File: src/rtl/sram_port_arbiter_pkg.sv
// Shared definitions for the SRAM port arbiter:
// FSM/owner encodings and bus widths.
package sram_port_arbiter_pkg;

  localparam int ADDR_W_DEF = 32;
  localparam int DATA_W_DEF = 32;
  localparam int STALL_W    = 2;
  localparam int STALL_INST = 0;
  localparam int STALL_DATA = 1;

  typedef enum logic [1:0] {
    ST_IDLE = 2'd0,
    ST_ADDR = 2'd1,
    ST_DATA = 2'd2,
    ST_RESP = 2'd3
  } state_e;

  typedef enum logic {
    OWN_INST = 1'b0,
    OWN_DATA = 1'b1
  } owner_e;

endpackage

File: src/rtl/sram_port_arbiter.sv
// Shares one SRAM/bus port between fetch and data
// requesters; data has fixed priority.
module sram_port_arbiter
  import sram_port_arbiter_pkg::*;
#(
  parameter int ADDR_W = ADDR_W_DEF,
  parameter int DATA_W = DATA_W_DEF
) (
  input  logic                clk,
  input  logic                rst,
  input  logic                inst_req,
  input  logic [ADDR_W-1:0]   inst_addr,
  output logic                inst_addr_ok,
  output logic                inst_data_ok,
  output logic [DATA_W-1:0]   inst_rdata,
  input  logic                data_req,
  input  logic [DATA_W/8-1:0] data_wen,
  input  logic [ADDR_W-1:0]   data_addr,
  input  logic [DATA_W-1:0]   data_wdata,
  output logic                data_addr_ok,
  output logic                data_data_ok,
  output logic [DATA_W-1:0]   data_rdata,
  output logic                mem_req,
  output logic [DATA_W/8-1:0] mem_wen,
  output logic [ADDR_W-1:0]   mem_addr,
  output logic [DATA_W-1:0]   mem_wdata,
  input  logic                mem_addr_ok,
  input  logic                mem_data_ok,
  input  logic [DATA_W-1:0]   mem_rdata,
  output logic                stallreq_inst,
  output logic                stallreq_data
);

  state_e state_q;
  state_e state_d;
  owner_e owner_q;

  logic [DATA_W/8-1:0] wen_q;
  logic [ADDR_W-1:0]   addr_q;
  logic [DATA_W-1:0]   wdata_q;
  logic [DATA_W-1:0]   irdata_q;
  logic [DATA_W-1:0]   drdata_q;
  logic [STALL_W-1:0]  stall_v;

  logic idle;
  logic take_data;
  logic take_inst;
  logic rsp_fire;

  assign idle      = (state_q == ST_IDLE);
  assign take_data = idle & data_req;
  assign take_inst = idle & inst_req & ~data_req;
  assign rsp_fire  = (state_q == ST_DATA) & mem_data_ok;

  always_ff @(posedge clk) begin
    if (rst) state_q <= ST_IDLE;
    else     state_q <= state_d;
  end

  always_comb begin
    state_d = state_q;
    unique case (state_q)
      ST_IDLE: if (take_data | take_inst) state_d = ST_ADDR;
      ST_ADDR: if (mem_addr_ok) state_d = ST_DATA;
      ST_DATA: if (mem_data_ok) state_d = ST_RESP;
      ST_RESP: state_d = ST_IDLE;
      default: state_d = ST_IDLE;
    endcase
  end

  // Everything combinational is forced low while rst
  // is held so the port is quiet in the reset cycle.
  always_comb begin
    inst_addr_ok = 1'b0;
    data_addr_ok = 1'b0;
    inst_data_ok = 1'b0;
    data_data_ok = 1'b0;
    mem_req      = 1'b0;
    stall_v      = '0;
    if (!rst) begin
      unique case (state_q)
        ST_IDLE: begin
          data_addr_ok = data_req;
          inst_addr_ok = inst_req & ~data_req;
        end
        ST_ADDR: mem_req = 1'b1;
        ST_DATA: ;
        ST_RESP: begin
          inst_data_ok = (owner_q == OWN_INST);
          data_data_ok = (owner_q == OWN_DATA);
        end
        default: ;
      endcase
      stall_v[STALL_DATA] =
        (data_req & ~data_addr_ok) |
        ((owner_q == OWN_DATA) &
         (state_q inside {ST_ADDR, ST_DATA}));
      stall_v[STALL_INST] =
        (inst_req & ~inst_addr_ok) |
        ((owner_q == OWN_INST) &
         (state_q inside {ST_ADDR, ST_DATA}));
    end
  end

  assign stallreq_inst = stall_v[STALL_INST];
  assign stallreq_data = stall_v[STALL_DATA];

  always_ff @(posedge clk) begin
    if (rst) begin
      owner_q <= OWN_INST;
      wen_q   <= '0;
      addr_q  <= '0;
      wdata_q <= '0;
    end else if (take_data) begin
      owner_q <= OWN_DATA;
      wen_q   <= data_wen;
      addr_q  <= data_addr;
      wdata_q <= data_wdata;
    end else if (take_inst) begin
      owner_q <= OWN_INST;
      wen_q   <= '0;
      addr_q  <= inst_addr;
      wdata_q <= '0;
    end
  end

  // Stores complete through the same path but leave
  // the load data register untouched.
  always_ff @(posedge clk) begin
    if (rst) begin
      irdata_q <= '0;
      drdata_q <= '0;
    end else if (rsp_fire) begin
      if (owner_q == OWN_INST)
        irdata_q <= mem_rdata;
      else if (wen_q == '0)
        drdata_q <= mem_rdata;
    end
  end

  assign mem_wen    = wen_q;
  assign mem_addr   = addr_q;
  assign mem_wdata  = wdata_q;
  assign inst_rdata = irdata_q;
  assign data_rdata = drdata_q;

endmodule
File: config.mk
export PLATFORM = sky130hd
export DESIGN_NAME = sram_port_arbiter
export DESIGN_NICKNAME = d
export VERILOG_FILES = /design/src/rtl/sram_port_arbiter_pkg.sv /design/src/rtl/sram_port_arbiter.sv
export SDC_FILE = /design/constraint.sdc
export NUM_CORES = 1
export LEC_CHECK = 0
export BUFFER_PORTS_ARGS = -buffer_cell sky130_fd_sc_hd__buf_2
export CAP_MARGIN = 30
export CORE_ASPECT_RATIO = 0.9
export CORE_MARGIN = 8
export CORE_UTILIZATION = 40
export CTS_BUF_LIST = sky130_fd_sc_hd__clkbuf_8 sky130_fd_sc_hd__clkbuf_16
export DETAILED_ROUTE_END_ITERATION = 16
export GPL_ROUTABILITY_DRIVEN = 0
export GPL_TIMING_DRIVEN = 0
export PLACE_DENSITY = 0.87
export SETUP_SLACK_MARGIN = 0.02
export SLEW_MARGIN = 10
export SYNTH_ARGS = -nofsm -noshare
export SYNTH_HDL_FRONTEND = slang
export SYNTH_SLANG_ARGS = --single-unit
export TNS_END_PERCENT = 1
File: constraint.sdc
create_clock -name clk -period 1.8 [get_ports clk]
set_input_delay 0.27 -clock clk [delete_from_list [all_inputs] [get_ports clk]]
set_output_delay 0.27 -clock clk [all_outputs]
set_load 0.005 [all_outputs]
* Yosys cells after proc, flatten, opt, wreduce, memory -nomap -nowiden
Index checks and enable logic that the tools add are counted.
Widths: inputs -> output; s select.
** Word-level totals
- Flip-flop bits (word level) :: 135
- Input bits :: 138
- Logic and storage cells :: 61
** Operators by class
- Equality and inequality tests :: 6
- Muxes and demuxes :: 25
- Bitwise operators :: 16
- Reduce and logical (&&, ||, !) cells :: 7
** Operators with widths (count)
- $mux 32 :: 4
- $mux 1 :: 14
- $and 1x1->1 :: 9
- $mux 2 :: 4
- $mux 4 :: 2
- $pmux 2 s4 :: 1
- $reduce_and 3->1 :: 2
- $eq 2x2->1 const B :: 2
- $logic_not 4->1 :: 1
- $ne 2x2->1 const B :: 2
- $not 1->1 :: 4
- $reduce_bool 2->1 :: 2
- $or 1x1->1 :: 3
- $eq 2x1->1 const B :: 1
- $logic_not 2->1 :: 1
- $ne 2x1->1 const B :: 1
- $reduce_and 2->1 :: 1

* Longest topological paths before layout
Gate-level depths: netlist of run 1.
- Depth after elaboration :: 8
- Mapped depth :: 9

* Least setup slack after synthesis of run 1
OpenSTA, ideal clock, no wires.
- Path type :: register to register
- Start :: register state_q[0]
- End :: register addr_q[11] (netlist: mem_addr[11])
- Arrival time :: 1.689 ns
- Path slack :: 0.023 ns
- Stages on the path, launching flop included :: 10
- Period minus slack after synthesis :: 1.777 ns
- Cells stage by stage :: dfxtp_1 -> inv_1 -> ha_1 -> buf_6 -> and3b_1 -> buf_6 -> or2_1 -> buf_6 -> buf_6 -> a311oi_2
** Between the ends
- Cells in the longest elaborated chain, start to end :: 4
** RTL lines
- start, declared :: line sram_port_arbiter.sv:34 : state_e state_q;
- start signal, assigned :: line sram_port_arbiter.sv:57 : else state_q <= state_d;
- $logic_not 2->1 (*) :: line sram_port_arbiter.sv:50 : assign idle = (state_q == ST_IDLE);
- $and 1x1->1 (2 in series) :: line sram_port_arbiter.sv:52 : assign take_inst = idle & inst_req & ~data_req;
- $reduce_bool 2->1 (no source line)
- end signal, assigned :: line sram_port_arbiter.sv:117 : addr_q <= data_addr;
- end signal, assigned :: line sram_port_arbiter.sv:122 : addr_q <= inst_addr;
- end, declared :: line sram_port_arbiter.sv:39 : logic [ADDR_W-1:0] addr_q;
Mark *: on every way between the ends. The rest lies on a longest branch, timed or not.
A chain may end at the register's enable or synchronous reset.

* Worst setup path in the final report of run 1
- Start :: register state_q[1]
- End :: register addr_q[4] (netlist: mem_addr[4])
The elaborated chain is that of the path after synthesis.

==> flow_summary_export.csv, run 1 <==
group,metric,value,unit
final_layout,area_growth,43.6,%
route,drtAntennaViolNets,0,
setup_path,cpPeakStageDelay,0.37,ns
power_and_ir_drop,power_leakage,0.00355,µW
setup_path,r2r_end,"mem_addr[4]$_SDFFE_PP0P_",
final_layout,final_area,0.00780,mm²
timing,finalSetupViolCount,2,
global_route,grt_start_max_net_pins,17,
min_path,hold-path-endpoint,"mem_wdata[26]$_SDFFE_PP0P_",
synth,avgSynthCellArea,9.15,µm²
power_and_ir_drop,powerDensity,1430,mW/mm²
place,portBuffers,275,
global_route,grt_usage,0.212,
place,placed_area,0.00702,mm²
min_path,hp-start,"data_wdata[26]",
setup_path,critPathKind,"register to register",
timing,fin_crit,1.81,ns
setup_path,crit_buf_inv,4,
timing,tns,-0.0212,ns
timing,worst_pin_slew,0.679,ns
route,wirelength,19.4,mm
floorplanning,die_x,139,µm
final_layout,antennaDiodeCount,0,
clock_network,cts.path.max_buffers,2,
timing,rsz0062_at_grt,"true",
global_route,grt_pass1_vias,5804,
timing,worst_slack,-0.0135,ns
setup_path,cp.arrival,2.13,ns
global_route,grt_pass1_wl,30.0,mm
outcome,violations,"negative setup slack",
setup_path,path_max_fanout,10,
final_layout,nets,1035,
synth,yosysTopAreaCell,"dfxtp_1",
setup_path,reg2reg_depth,8,
setup_path,critPathCaptureType,"register",
synth,ys_warn_count,0,
synth,yosysTopAreaCellShare,0.497,
final_layout,nFillCells,1158,
final_layout,layout_common_cells,"280 x buf_2, 132 x dfxtp_1, 96 x nand2_1, 65 x a21oi_1, 64 x nand3_1",
timing,max_freq,551,MHz
clock_network,cts_max_level,4,
setup_path,cpMaxStageDelayCell,"dfxtp_4",
setup_path,cp.required,2.11,ns
clock_network,clock_latency,0.42,ns
synth,synth_nets,737,
timing,maxSlewViolCount,0,
timing,skew,0.0168,ns
final_layout,multi_input_comb_area,0.00250,mm²
clock_network,clk_pin_slew,0.06,ns
clock_network,cts-hold-fix-buffers,0,
clock_network,cts_buffers,17,
floorplanning,io-pin-count,277,
min_path,hold_depth,2,
route,vias,5749,
clock_network,clockRootBuffer,"clkbuf_16",
synth,syn_inst,594,
setup_path,start_kind,"register",
global_route,antenna_found_initial,0,
route,drc,0,
setup_path,reg2reg_from,"state_q[1]$_SDFFE_PP0P_",
floorplanning,die_area,0.0176,mm²
route,drt_first_pass_iters,5,
run,max_cap_violations,0,
synth,synthTopCellsByArea,"dfxtp_1 50%, a311oi_2 8.3%, nand2_1 6.6%",
clock_network,cts_tree,"yes",
timing,period_share,1.01,
final_layout,layout_commonest_cell,"buf_2",
route,wl_per_cell,18.1,µm
power_and_ir_drop,ir_drop,853,µV
synth,synth_cell_types,36,
global_route,gr-total-overflow,0,
setup_path,crit_family,"buffers and inverters",
route,drt_iter0_markers,260,
floorplanning,dieHeight,127,µm
clock_network,clock_sink_count,135,
place,dpl_worst_slack,-0.385,ns
floorplanning,core_area,0.0133,mm²
place,dp_hpwl,14.6,mm
setup_path,crit_chain,"inv_4, ha_2, and2_1, buf_2, or2_1, buf_6, buf_12, a311oi_2",
route,via_per_inst,5.36,
timing,slew_headroom,0.547,
outcome,status,"finished with violations",
timing,hold_violations,0,
min_path,hp-class,"input pin to register",
synth,synth_area,0.00543,mm²
floorplanning,start_util,0.408,
final_layout,seq_area,0.00271,mm²
floorplanning,rows,40,
synth,ys_seq_area_frac,0.497,
synth,synth-seq-cells,135,
final_layout,drive_gt1_frac,0.439,
setup_path,reg2reg_slack,-0.01,ns
==> power breakdown <==
| group | leakage (µW) | switching (µW) | internal, µW | total [µW] |
|---|---|---|---|---|
| combinational | 0.00217 | 2220 | 1710 | 3930 |
| sequential | 0.00110 | 305 | 3510 | 3810 |
| clock | 0.000281 | 1350 | 2040 | 3390 |
==> cell usage after synthesis, drive strengths merged <==
library cell,number
nor3,33
a21o,1
or3b,1
and2,1
nand2b,3
inv,3
and3b,4
or2,1
a22o,36
nor4,1
nor3b,4
nand3b,1
a22oi,1
a211oi,1
nor2b,3
nand3,64
o41a,1
ha,5
nand2,97
nor4b,1
mux2i,1
a21oi,65
nand4bb,1
a311oi,32
dfxtp,135
clkbuf,39
o21ai,33
buf,22
nor4bb,1
nor2,3
==> how the worst max path moves through the flow <==
stage / slack (ns) / cells after the start / start / to
detailed placement: -0.38 / 7 / state_q[0]$_SDFFE_PP0P_ / mem_wdata[0]$_SDFFE_PP0P_
global route: -0.1 / 5 / state_q[1]$_SDFFE_PP0P_ / inst_addr_ok
finish: -0.01 / 8 / state_q[1]$_SDFFE_PP0P_ / mem_addr[4]$_SDFFE_PP0P_
CTS: -0.11 / 6 / state_q[0]$_SDFFE_PP0P_ / inst_addr_ok
floorplan: 0.02 / 9 / state_q[0]$_SDFFE_PP0P_ / mem_addr[11]$_SDFFE_PP0P_
global placement: -0.37 / 7 / state_q[0]$_SDFFE_PP0P_ / mem_wdata[0]$_SDFFE_PP0P_
==> state kept, by name (all words and copies together) (netlist names) <==
signal,flops
mem_wen,4
mem_addr,32
state_q,2
mem_wdata,32
owner_q,1
inst_rdata,32
data_rdata,32
==> cell families after synthesis <==
group                      count (synthesis)  share of synthesized area
and+or+nand+nor                          219                      0.193
AOI/OAI and AO/OA                        170                      0.241
DFF                                      135                      0.497
buffers and inverters                     64                     0.0557
adders and majority gates                  5                     0.0115
muxes                                      1                    0.00184
==> worst reg2reg max path: cells and delay by family, from the launching register on <==
family          cells  cell delay [ns]
compound gates      1             0.25
fa+ha+maj           1             0.19
buf+inv             4             0.50
flops               1             0.37
simple gates        2             0.40
==> repair_timing <==
action,4_1_cts,5_1_grt
pin swaps,2,5
buffers inserted,3,2
setup endpoints to repair,134,132
resized for setup,31,46
==> per-stage QoR <==
step | power [µW] | utilization | cells | hold slack (ns)
6_report | 11100 | 0.586 | 1073 | 0.0692
5_1_grt | 11700 | 0.586 | 1073 | 0.0460
4_1_cts | 11000 | 0.578 | 1072 | 0.0517
3_5_place_dp | 7430 | 0.527 | 1037 | 0.445
3_3_place_gp | 7340 | 0.527 | 1037 | 0.439
2_1_floorplan | 6110 | - | 594 | 0.403
==> routing by layer <==
metal	GRT usage	part of all wire
met2	0.360	0.48
met3	0.0874	0.087
met4	0.0741	0.018
met1	0.236	0.41
met5	0	0
==> area by class of cell <==
class                           instances  share of cell area
Sequential cell                       135               0.348
Multi-Input combinational cell        395               0.321
Timing Repair Buffer                  280               0.182
Clock buffer                           17              0.0545
Buffer                                 60              0.0459
Tap cell                              168              0.0269
Clock inverter                         15              0.0197
Inverter                                3             0.00241
Power figures use the tool's default switching activity.
==> run 2: changes to the inputs <==
Settings changed: HOLD_SLACK_MARGIN from default to 0.03, PLACE_DENSITY 0.87 to 0.84, SETUP_SLACK_MARGIN 0.02 to 0.4.
Clock period 1.8 ns to 1.75 ns, I/O delays scaled along.
==> run 2 against run 1 <==
  * The flow still finishes with violations (negative setup slack)
  * Flip-flop and latch count unchanged
  * Via count down 0.26%
  * Non-clock buffer count increased by 7
  * Count of clock-buffer cells in the layout grew 1
  * First-iteration DRC count is 8.8% lower
  * Clock power rose by 4%
  * Global-route usage is 0.099 points higher
  * Largest cell class unchanged
==> flow_summary_export.csv, run 2 (synthesis gave the netlist of run 1 again) <==
group,metric,value,unit
setup_path,cpPeakStageDelay,0.38,ns
power_and_ir_drop,internal-power,7670,µW
min_path,hp-class,"input pin to register",
power_and_ir_drop,power_frac_comb,0.364,
global_route,grt_pass1_wl,30.3,mm
power_and_ir_drop,powerDensity,1470,mW/mm²
route,drt_first_pass_iters,5,
setup_path,crit_top_cell,"buf_6",
outcome,status,"finished with violations",
outcome,violations,"negative setup slack",
setup_path,crit_buf_inv,5,
timing,hold_violations,0,
clock_network,clock_sink_count,135,
floorplanning,start_util,0.408,
clock_network,cts_buffers,17,
clock_network,clk_pin_slew,0.06,ns
setup_path,cp.required,2.07,ns
route,drc,0,
clock_network,cts.path.max_buffers,2,
final_layout,nFillCells,1126,
timing,maxSlewViolCount,0,
setup_path,worstSetupStartpoint,"state_q[1]$_SDFFE_PP0P_",
clock_network,clockRootBuffer,"clkbuf_16",
setup_path,crit_chain,"inv_4, ha_4, buf_8, and3b_1, buf_6, or2_1, buf_6, buf_12, a311oi_2",
final_layout,layout_common_cells,"284 x buf_2, 132 x dfxtp_1, 96 x nand2_1, 65 x a21oi_1, 64 x nand3_1",
power_and_ir_drop,p_seq_frac,0.334,
timing,worst_slack,-0.0664,ns
power_and_ir_drop,clockPowerShare,0.302,
power_and_ir_drop,switching_share,0.346,
global_route,globalRouteMet2Util,0.371,
setup_path,critPathKind,"register to register",
global_route,use_met1,0.227,
power_and_ir_drop,power,11700,µW
global_route,grt_usage,0.213,
global_route,gr-total-overflow,0,
global_route,antenna_found_initial,0,
timing,max_freq,551,MHz
clock_network,clock_latency,0.41,ns
global_route,grt-busiest-layer,"met2",
setup_path,start_kind,"register",
floorplanning,die_x,139,µm
setup_path,cp.arrival,2.13,ns
route,via_per_inst,5.30,
route,wirelength,19.5,mm
min_path,hp-start,"data_wdata[10]",
setup_path,path_max_fanout,10,
clock_network,cts_max_level,4,
timing,worst_pin_slew,0.775,ns
timing,slew_headroom,0.483,
route,drtAntennaViolNets,0,
clock_network,cts-hold-fix-buffers,0,
final_layout,layout_commonest_cell,"buf_2",
global_route,grt_start_max_net_pins,17,
global_route,grt_use_met3,0.103,
setup_path,reg2reg_slack,-0.07,ns
final_layout,area_growth,46.3,%
power_and_ir_drop,power_leakage,0.00362,µW
timing,period_share,1.04,
setup_path,cpMaxStageDelayCell,"dfxtp_4",
global_route,grt_pass1_vias,5828,
route,vias,5734,
place,portBuffers,275,
floorplanning,io-pin-count,277,
clock_network,cts_tree,"yes",
floorplanning,die_area,0.0176,mm²
floorplanning,core_area,0.0133,mm²
timing,hold-worst-slack,0.0620,ns
timing,rsz0062_at_grt,"true",
floorplanning,rows,40,
setup_path,reg2reg_from,"state_q[1]$_SDFFE_PP0P_",
route,drt_iter0_markers,237,
final_layout,nets,1042,
route,wl_per_cell,18.0,µm
run,max_cap_violations,0,
timing,fin_crit,1.82,ns
floorplanning,dieHeight,127,µm
setup_path,critPathCaptureType,"register",
place,dp_hpwl,14.9,mm
power_and_ir_drop,ir_drop,933,µV
timing,skew,0.00830,ns
final_layout,drive_gt1_frac,0.447,
timing,finalSetupViolCount,31,
setup_path,crit_family,"buffers and inverters",
power_and_ir_drop,netSwitchingPower,4050,µW
[run 2: worst paths after layout]
check	cells past startpoint	end
max	9	mem_addr[16]$_SDFFE_PP0P_
min	2	mem_wdata[10]$_SDFFE_PP0P_
max reg2reg	9	mem_addr[16]$_SDFFE_PP0P_
min reg2reg	2	inst_rdata[13]$_SDFFE_PP0P_
[run 2: layer usage]
metal / wire [µm] / up-vias
li1: - / 2759
met4: 244 / 0
met2: 9600 / 263
met1: 7620 / 2689
met3: 1990 / 23
met5: 0 / -
[run 2: layout make-up]
| cell class | count | area, µm² | area share |
|---|---|---|---|
| antenna | 1 | 2.50 | 0.000315 |
| buffer | 61 | 419 | 0.0527 |
| clock buffer | 18 | 439 | 0.0553 |
| clock inverter | 14 | 149 | 0.0187 |
| inverter | 3 | 18.8 | 0.00236 |
| multi-input combinational | 395 | 2520 | 0.318 |
| sequential | 135 | 2710 | 0.341 |
| tap | 168 | 210 | 0.0265 |
| timing repair buffer | 286 | 1470 | 0.185 |
[run 2: power by group through the flow]
stage	Combinational, µW	Sequential, µW	Clock [µW]
2_1_floorplan	2360	3960	0
3_3_place_gp	3680	3920	0
3_5_place_dp	3750	3940	0
4_1_cts	4210	3900	3600
5_1_grt	4630	3970	3750
6_report	4260	3910	3540
[run 2: what timing repair did]
action | in CTS | in global routing
setup endpoints to repair | 142 | 141
buffers inserted | 11 | 0
gates resized for setup | 60 | 26
endpoints found under the hold margin | 0 | 0
pin swaps | 39 | 5
[run 2: metrics by stage]
stage               TNS [ns]  instances  area [µm²]   util  worst slack (ns)
detailed placement    -25.26       1037        7040  0.528            -0.570
floorplan                  0        594        5450      -            0.0574
finish                 -1.03       1081        7950  0.597           -0.0664
CTS                    -1.01       1080        7890  0.592           -0.0665
global placement      -25.12       1037        7040  0.528            -0.583
global route           -2.99       1080        7940  0.597            -0.110
==> run 3: changes to the inputs <==
Clock period 1.75 ns to 2.2 ns, I/O delays scaled along.
==> run 3 against run 2 <==
  * The run now ends clean
  * Worst hold slack gained 0.063 ns
  * Core utilization shrank 0.95 points
  * Sequential power shrank 20%
  * Clock power shrank 16%
  * Wire length shrank 2.4%
  * Total power shrank 21%
  * Clock skew shrank 0.0015 ns
  * Sequential share of layout area grew 0.52 points
  * Non-clock buffer count shrank 1
  * Critical endpoint is now mem_addr[30]$_SDFFE_PP0P_
  * Largest cell class unchanged
==> flow_summary_export.csv, run 3 (synthesis gave the netlist of run 1 again) <==
group,metric,value,unit
global_route,globalRouteMet2Util,0.363,
timing,hold-worst-slack,0.124,ns
clock_network,cts_max_level,4,
setup_path,path_max_fanout,10,
setup_path,cpPeakStageDelay,0.36,ns
global_route,grt_usage,0.213,
power_and_ir_drop,power_leakage,0.00358,µW
place,dpl_worst_slack,-0.0272,ns
place,dp_hpwl,14.3,mm
min_path,hp-class,"input pin to register",
floorplanning,core_area,0.0133,mm²
power_and_ir_drop,ir_drop,724,µV
global_route,gr-total-overflow,0,
route,wirelength,19.0,mm
global_route,antenna_found_initial,0,
clock_network,cts_buffers,17,
final_layout,layout_commonest_cell,"buf_2",
power_and_ir_drop,power,9280,µW
global_route,grt_use_met3,0.0881,
clock_network,clk_pin_slew,0.06,ns
clock_network,cts_tree,"yes",
place,portBuffers,275,
final_layout,antennaDiodeCount,0,
final_layout,layout_common_cells,"290 x buf_2, 132 x dfxtp_1, 96 x nand2_1, 65 x a21oi_1, 64 x nand3_1",
min_path,hold_depth,2,
run,max_cap_violations,0,
clock_network,clock_sink_count,135,
route,drt_first_pass_iters,6,
outcome,status,"complete, no violations",
global_route,grt_pass1_vias,5852,
setup_path,crit_cells,9,
setup_path,cp.arrival,2.15,ns
clock_network,clockRootBuffer,"clkbuf_16",
final_layout,instances_no_fill,1079,
timing,max_freq,546,MHz
route,wl_per_cell,17.6,µm
global_route,grt_start_max_net_pins,17,
setup_path,crit_chain,"inv_4, ha_4, buf_8, and3b_1, buf_6, or2_1, buf_6, buf_6, a311oi_2",
timing,finalSetupViolCount,0,
timing,hold_violations,0,
timing,worst_pin_slew,0.706,ns
final_layout,seq_area,0.00271,mm²
clock_network,clock_latency,0.42,ns
route,drt_iter0_markers,296,
clock_network,cts.path.max_buffers,2,
timing,period_share,0.832,
setup_path,reg2reg_slack,0.37,ns
setup_path,critPathCaptureType,"register",
route,via_per_inst,5.29,
setup_path,cp.required,2.52,ns
floorplanning,rows,40,
global_route,use_met1,0.233,
floorplanning,start_util,0.408,
floorplanning,die_x,139,µm
power_and_ir_drop,powerDensity,1190,mW/mm²
floorplanning,dieHeight,127,µm
setup_path,crit_top_cell,"buf_6",
final_layout,area_growth,43.9,%
setup_path,crit_buf_inv,5,
route,drtAntennaViolNets,0,
setup_path,crit_family,"buffers and inverters",
route,drc,0,
global_route,grt_pass1_wl,30.4,mm
place,placed_cells,1037,
timing,worst_slack,0.369,ns
timing,rsz0062_at_grt,"true",
floorplanning,io-pin-count,277,
final_layout,nFillCells,1192,
floorplanning,die_area,0.0176,mm²
timing,slew_headroom,0.530,
setup_path,critPathKind,"register to register",
setup_path,start_kind,"register",
final_layout,final_area,0.00782,mm²
timing,fin_crit,1.83,ns
setup_path,reg2reg_depth,9,
final_layout,drive_gt1_frac,0.440,
final_layout,nets,1041,
place,placed_area,0.00702,mm²
global_route,grt-busiest-layer,"met2",
final_layout,multi_input_comb_area,0.00249,mm²
route,vias,5707,
setup_path,cpMaxStageDelayCell,"dfxtp_2",
timing,skew,0.00683,ns
timing,maxSlewViolCount,0,
## run 3: cell count changes in the layout (fill, tap and decap cells not counted), moves of 2 or more
cell,previous run,this run
clkbuf_2,10,12
clkbuf_1,21,25
ha_2,1,3
inv_8,0,2
buf_6,14,5
buf_8,5,1
buf_2,284,290
clkinvlp_4,3,0
clkinv_4,3,5
## run 3: cell type report
type	instances	share of cell area
repair buffers	285	0.186
well taps	168	0.0269
multi-input cells	395	0.318
clock inverters	15	0.0246
inverters	3	0.00240
plain buffers	61	0.0421
flip-flops and latches	135	0.346
clock buffers	17	0.0544
## run 3: what timing repair did
item,in CTS,in global routing
setup endpoints to repair,126,127
cloned,0,0
pin swaps,3,4
hold buffers,0,0
gates resized for setup,20,34
setup buffers,7,3
## run 3: report_power, final
group	internal (µW)	switching (µW)	total, µW
logic	1410	1790	3200
clock network	1810	1160	2970
registers	2860	249	3110
total	6080	3190	9280
## run 3: final timing paths
path                              start                         end
max             state_q[1]$_SDFFE_PP0P_   mem_addr[30]$_SDFFE_PP0P_
min                      data_wdata[13]  mem_wdata[13]$_SDFFE_PP0P_
max reg2reg     state_q[1]$_SDFFE_PP0P_   mem_addr[30]$_SDFFE_PP0P_
min reg2reg  inst_rdata[5]$_SDFFE_PP0P_  inst_rdata[5]$_SDFFE_PP0P_
## run 3: metrics by stage
step	TNS, ns	utilization
after floorplan	0	-
after global placement	0	0.527
after detailed placement	-0.0630	0.527
after CTS	0	0.582
after global routing	0	0.587
final	0	0.587
## run 3: metal layers
metal,part of all wire,vias to the layer above
met3,0.097,36
met2,0.48,288
met5,0,-
met1,0.40,2631
met4,0.024,0
li1,-,2752
## run 3: worst reg2reg max path, cell delays in order, from the launching register on
cell and delay, ns:
dfxtp_2 0.36, inv_4 0.06, ha_4 0.15, buf_8 0.13
and3b_1 0.18, buf_6 0.13, or2_1 0.21, buf_6 0.14
buf_6 0.15, a311oi_2 0.22
